`config.mk`:
```
export PLATFORM = sky130hd
export DESIGN_NAME = rs_issue
export DESIGN_NICKNAME = d
export VERILOG_FILES = /design/src/rtl/rs_issue.sv
export SDC_FILE = /design/constraint.sdc
export NUM_CORES = 1
export LEC_CHECK = 0
export ABC_AREA = 1
export CORE_MARGIN = 5
export CORE_UTILIZATION = 32
export CTS_CLUSTER_SIZE = 20
export DETAILED_ROUTE_END_ITERATION = 6
export MAX_ROUTING_LAYER = met4
export PLACE_DENSITY = 0.51
export SLEW_MARGIN = 20
export SYNTH_ARGS = -nofsm -noshare
export SYNTH_HDL_FRONTEND = slang
export SYNTH_SLANG_ARGS = --single-unit
export TNS_END_PERCENT = 50
```
`constraint.sdc`:
```
create_clock -name clock -period 25.4 [get_ports clock]
set_clock_uncertainty 0.05 [all_clocks]
set_input_delay 7.62 -clock clock [delete_from_list [all_inputs] [get_ports clock]]
set_output_delay 7.62 -clock clock [all_outputs]
set_load 0.005 [all_outputs]
```
`src/rtl/rs_issue.sv`:
```
// rs_issue: reservation station with CDB wakeup and per-FU oldest-index issue
module rs_issue #(
  parameter int NUM_ENTRIES = 4,
  parameter int NUM_FU = 3,
  parameter int TAG_W = 5,
  parameter int XLEN = 32,
  localparam int FU_W = (NUM_FU > 1) ? $clog2(NUM_FU) : 1
) (
  input  logic                     clock,
  input  logic                     reset,
  input  logic                     squash,
  input  logic                     dispatch_valid,
  input  logic [FU_W-1:0]          dispatch_fu,
  input  logic [TAG_W-1:0]         dispatch_rob_tag,
  input  logic                     dispatch_opa_rdy,
  input  logic                     dispatch_opb_rdy,
  input  logic [TAG_W-1:0]         dispatch_opa_tag,
  input  logic [TAG_W-1:0]         dispatch_opb_tag,
  input  logic [XLEN-1:0]          dispatch_opa_val,
  input  logic [XLEN-1:0]          dispatch_opb_val,
  input  logic                     cdb_valid,
  input  logic [TAG_W-1:0]         cdb_tag,
  input  logic [XLEN-1:0]          cdb_value,
  input  logic [NUM_FU-1:0]        fu_ready,
  output logic                     rs_full,
  output logic [NUM_FU-1:0]        issue_valid,
  output logic [NUM_FU*TAG_W-1:0]  issue_rob_tag,
  output logic [NUM_FU*XLEN-1:0]   issue_opa,
  output logic [NUM_FU*XLEN-1:0]   issue_opb
);
  localparam int IDX_W = (NUM_ENTRIES > 1) ? $clog2(NUM_ENTRIES) : 1;
  typedef enum logic [1:0] {FREE, WAIT, READY} state_t;
  state_t           st      [NUM_ENTRIES];
  logic [FU_W-1:0]  fu      [NUM_ENTRIES];
  logic [TAG_W-1:0] rob_tag [NUM_ENTRIES];
  logic [TAG_W-1:0] a_tag   [NUM_ENTRIES];
  logic [TAG_W-1:0] b_tag   [NUM_ENTRIES];
  logic [XLEN-1:0]  a_val   [NUM_ENTRIES];
  logic [XLEN-1:0]  b_val   [NUM_ENTRIES];
  logic             a_rdy   [NUM_ENTRIES];
  logic             b_rdy   [NUM_ENTRIES];
  logic [NUM_ENTRIES-1:0] gnt, wake_a, wake_b;
  logic [IDX_W-1:0] alloc;
  logic do_disp, d_a_rdy, d_b_rdy;
  logic [XLEN-1:0] d_a_val, d_b_val;
  // lowest-index free entry; full only counts entries free before the edge
  always_comb begin
    rs_full = 1'b1;
    alloc = '0;
    for (int i = NUM_ENTRIES - 1; i >= 0; i--)
      if (st[i] == FREE) begin
        rs_full = 1'b0;
        alloc = IDX_W'(i);
      end
  end
  // dispatch-time CDB bypass and per-entry operand wakeup matches
  always_comb begin
    do_disp = dispatch_valid && !rs_full && !squash;
    d_a_rdy = dispatch_opa_rdy || (cdb_valid && dispatch_opa_tag == cdb_tag);
    d_b_rdy = dispatch_opb_rdy || (cdb_valid && dispatch_opb_tag == cdb_tag);
    d_a_val = dispatch_opa_rdy ? dispatch_opa_val : cdb_value;
    d_b_val = dispatch_opb_rdy ? dispatch_opb_val : cdb_value;
    for (int i = 0; i < NUM_ENTRIES; i++) begin
      wake_a[i] = st[i] == WAIT && !a_rdy[i] && cdb_valid && a_tag[i] == cdb_tag;
      wake_b[i] = st[i] == WAIT && !b_rdy[i] && cdb_valid && b_tag[i] == cdb_tag;
    end
  end
  // per-FU select of the lowest-index READY entry; grant frees it when the FU accepts
  always_comb begin
    issue_valid = '0;
    issue_rob_tag = '0;
    issue_opa = '0;
    issue_opb = '0;
    gnt = '0;
    for (int f = 0; f < NUM_FU; f++)
      for (int i = 0; i < NUM_ENTRIES; i++)
        if (!issue_valid[f] && st[i] == READY && fu[i] == FU_W'(f)) begin
          issue_valid[f] = 1'b1;
          issue_rob_tag[f*TAG_W +: TAG_W] = rob_tag[i];
          issue_opa[f*XLEN +: XLEN] = a_val[i];
          issue_opb[f*XLEN +: XLEN] = b_val[i];
          gnt[i] = fu_ready[f];
        end
  end
  // entry state: squash beats everything; issue, wakeup and allocation touch disjoint states
  always_ff @(posedge clock or posedge reset)
    if (reset) begin
      for (int i = 0; i < NUM_ENTRIES; i++) begin
        st[i] <= FREE;
        fu[i] <= '0;
        rob_tag[i] <= '0;
        a_tag[i] <= '0;
        b_tag[i] <= '0;
        a_val[i] <= '0;
        b_val[i] <= '0;
        a_rdy[i] <= 1'b0;
        b_rdy[i] <= 1'b0;
      end
    end else if (squash) begin
      for (int i = 0; i < NUM_ENTRIES; i++) st[i] <= FREE;
    end else begin
      for (int i = 0; i < NUM_ENTRIES; i++)
        if (gnt[i]) st[i] <= FREE;
        else if (st[i] == WAIT) begin
          if (wake_a[i]) begin
            a_rdy[i] <= 1'b1;
            a_val[i] <= cdb_value;
          end
          if (wake_b[i]) begin
            b_rdy[i] <= 1'b1;
            b_val[i] <= cdb_value;
          end
          st[i] <= ((a_rdy[i] || wake_a[i]) && (b_rdy[i] || wake_b[i])) ? READY : WAIT;
        end else if (do_disp && alloc == IDX_W'(i)) begin
          st[i] <= (d_a_rdy && d_b_rdy) ? READY : WAIT;
          fu[i] <= dispatch_fu;
          rob_tag[i] <= dispatch_rob_tag;
          a_tag[i] <= dispatch_opa_tag;
          b_tag[i] <= dispatch_opb_tag;
          a_rdy[i] <= d_a_rdy;
          b_rdy[i] <= d_b_rdy;
          a_val[i] <= d_a_val;
          b_val[i] <= d_b_val;
        end
    end
endmodule

```
==> results.txt <==
The run finished with clean final reports. Cells with a size suffix above 1 make up 3.93% of the layout. A synthesized cell averages 6.52 sq um. The area of the core region is 68600 sq um. The cell count after placement is 4462. The most numerous cell type found on the critical path is sky130_fd_sc_hd__nand2_1. The part of the cycle the worst path needs is 46.3%. The clock network burns 32.4% of the power. The share of total power in combinational logic came out at 26.1%. The number of antenna violations at the first check in global routing is 2. The die width came out at 273 um. The final-report setup violation count came out at 0.

Traced cell by cell, the critical path runs through clkdlybuf4s50_1 -> inv_2 -> buf_4 -> nand2_1 -> nor2_1 -> nand3_2 -> nand2_1 -> nand2_1 -> inv_2 -> nand3_2 -> nand2_1 -> nand2_1. The area share of the largest cell type after synthesis is 38.5%. The peak fanout along the critical path came out at 73.

The global routing usage summed across all routing layers is 26.6%. The total net switching power is 0.674 mW. The static leakage came out at 12.4 nW.

The placement-stage worst setup slack came out at 12990 ps. For this run, design rule violations remaining after detail routing come to 0. The cell area that synthesis handed to floorplanning was 22100 sq um. The final design instance area without fill came out at 27500 sq um.

The number of slew-limit violations in the final report is 0. The total clock sinks is 340. The share of total power in sequential cells is 41.5%.

The finished layout holds 4541 standard cells, fillers aside. The total congestion overflow after global routing came out at 0. The critical path is of the input port to flip-flop type. Leaving out fill and tap cells, the most frequent cell in the layout is sky130_fd_sc_hd__nand2_1.

The switching portion of total power came out at 35.3%. The number of buffers on the longest clock path came out at 3. The count of state elements after synthesis came out at 340. For this run, the slowest stage of the critical path takes 870 ps. The slew at the pin closest to its max-slew limit came out at 1100 ps. The count of buffers inserted at the top-level ports came out at 338. The core occupancy in the finished layout is 40.1%.

The signal arrival time at the worst endpoint came out at 12150 ps. The post-detailed-routing wire length is 99.7 mm. After clock tree synthesis, the clock-pin slew on the worst setup and hold paths is 60 ps. The fill cell instance count of the final layout came out at 7320. Overall power consumption after layout is estimated at 1.91 mW. The hold-fix buffer count after cts is 0.

At the worst endpoint, the required time is 25790 ps. The routed via count came out at 23.8k. The die covers 74400 sq um. The number of hold violations in the final report is 0. TritonCTS built the clock tree. Measured along the y axis, the die boundary spans 273 um. The wire length of the first global-routing pass came out at 149 mm.

Once detail routing completed, the nets flagged for antenna violations numbered 0. The total number of yosys warnings came out at 0. The initial utilization of the core area, before any placement, comes to 32.2%. The worst voltage drop across the vdd grid came out at 0.0000517 V. The count of boundary I/O pins came out at 339.

The H-tree was split into 2 levels. The headroom to the max-slew limit is 26.9%. Power spread over the standard cell area amounts to 69.5 nW/um^2. Yosys attributes the largest share of cell area to sky130_fd_sc_hd__dfrtp_1, sky130_fd_sc_hd__o21ai_0, sky130_fd_sc_hd__nand2_1, sky130_fd_sc_hd__nor2_1, sky130_fd_sc_hd__inv_1. The kind of start point of the critical path is an input port.

The least setup slack across all paths after layout came out at 13640 ps. The internal power of the cells totals 1.24 mW. After the last flow step, the layout net total stands at 3704. The number of gates resized after CTS was 0.

The detailed-placement wirelength estimate came out at 64.7 mm. CTS placed an instance of sky130_fd_sc_hd__clkbuf_16 at the clock tree root. The classification of the worst-slack hold path is flip-flop to flip-flop. The area of placed instances is 26100 sq um. The top achievable clock speed is 0.0850 GHz. The first-pass iteration count of the detailed router is 6.

The via count of the first global-routing pass is 23.3k. The weighted congestion reported at the end of routability-driven placement is 0.885. Synthesis produced a netlist whose cell count is 3388. Leaving out fill and tap cells, the most frequent cells in the layout are sky130_fd_sc_hd__nand2_1, sky130_fd_sc_hd__o21ai_0, sky130_fd_sc_hd__nor2_1. The maximum number of pins on one net before global-route repair came out at 154. Setup repair after global routing left no endpoint under its margin. The max-cap check violation count came out at 0.

The shortest clock period the worst path allows after layout came out at 11760 ps. The post-synthesis net count is 3516. STA classifies the critical path endpoint as a flip-flop. The largest total area in the synthesized netlist belongs to sky130_fd_sc_hd__dfrtp_1. The worst hold slack came out at 424 ps.

The buffers inserted during post-CTS setup optimization is 0. For the final routed database, the setup TNS stands at 0 ps. The final routed wire length divided by cell count is 21.9 um. The number of unique standard cell types used by synthesis came out at 28. The detailed router finished its first iteration with 2376 violations.

The sequential fraction of the synthesis area is 38.5%. On the critical path, the stage with the largest delay is an instance of sky130_fd_sc_hd__nand3_2. The later-pin clock latency in the skew report came out at 570 ps. The number of cell rows is 96. Using the TritonRoute via totals, the vias-per-cell ratio works out to 5.24. In this run, CTS created clock tree buffers numbering 43. The signed area change from the synthesized netlist to the final layout is 24.4%.
-- metal layers --
layer	track usage (%)	part of all wire (%)	wire [um]	up-vias
li1	-	-	-	11400
met4	8.78	3.3	3330	0
met5	-	0	0	-
met1	35.7	44	44300	11200
met2	42.1	45	45200	1024
met3	3.27	6.8	6820	184
-- critical path: cells and delay by family --
kind                   cells  cell delay [ps]
and+or+nand+nor            8             2640
buffers and inverters      4             1810
-- cells by family after synthesis --
family          after synthesis  share of synthesized area [%]
xor+xnor                     21                          0.832
buf+inv                     627                           11.2
flops                       340                           38.5
simple gates               1430                           25.7
compound gates              970                           23.9
-- power by group through the flow --
stage          registers [mW]  logic, mW  clock network [mW]
4_1_cts                 0.791      0.498               0.631
5_1_grt                 0.810      0.567               0.651
3_3_place_gp            0.800      0.487                   0
6_report                0.793      0.500               0.620
3_5_place_dp            0.798      0.497                   0
2_1_floorplan           0.766      0.334                   0
-- layout make-up --
| cell class | instances | area, sq um | share of cell area, % |
|---|---|---|---|
| Clock inverter | 12 | 85.1 | 0.309 |
| Tap cell | 931 | 1160 | 4.24 |
| Sequential cell | 340 | 8510 | 30.9 |
| Clock buffer | 66 | 1320 | 4.78 |
| Inverter | 400 | 1510 | 5.49 |
| Timing Repair Buffer | 370 | 3640 | 13.2 |
| Multi-Input combinational cell | 2421 | 11300 | 41.0 |
| Antenna cell | 1 | 2.50 | 0.00910 |
-- flip-flops by register name, summed over array words and instances, names as in the netlist --
register	count
a_val	128
b_rdy	4
st	8
fu	8
a_rdy	4
b_tag	20
b_val	128
rob_tag	20
a_tag	20
-- final timing paths --
path | startpoint | endpoint | slack, ps | depth (start not counted)
worst max-delay path | squash | b_val[12] | 13640 | 12
worst min-delay path | a_val[19] | a_val[19] | 420 | 2
worst max register to register | st[7] | b_val[12] | 21320 | 10
worst min register to register | a_val[19] | a_val[19] | 420 | 2
max in group asynchronous | reset | a_val[35] | 16470 | 3
min in group asynchronous | reset | a_val[55] | 7460 | 2
-- synth_stat cells, drive strengths merged --
library cell and count:
a21oi 27, buf 66, clkbuf 161, dfrtp 340, inv 400, nand2 710, nand3 43, nand3b 2
nand4 74, nor2 598, nor3 2, o21a 64, o21ai 671, o22ai 207, o31ai 1, or2 1
xor2 21
(Power assumes the default switching activity.)
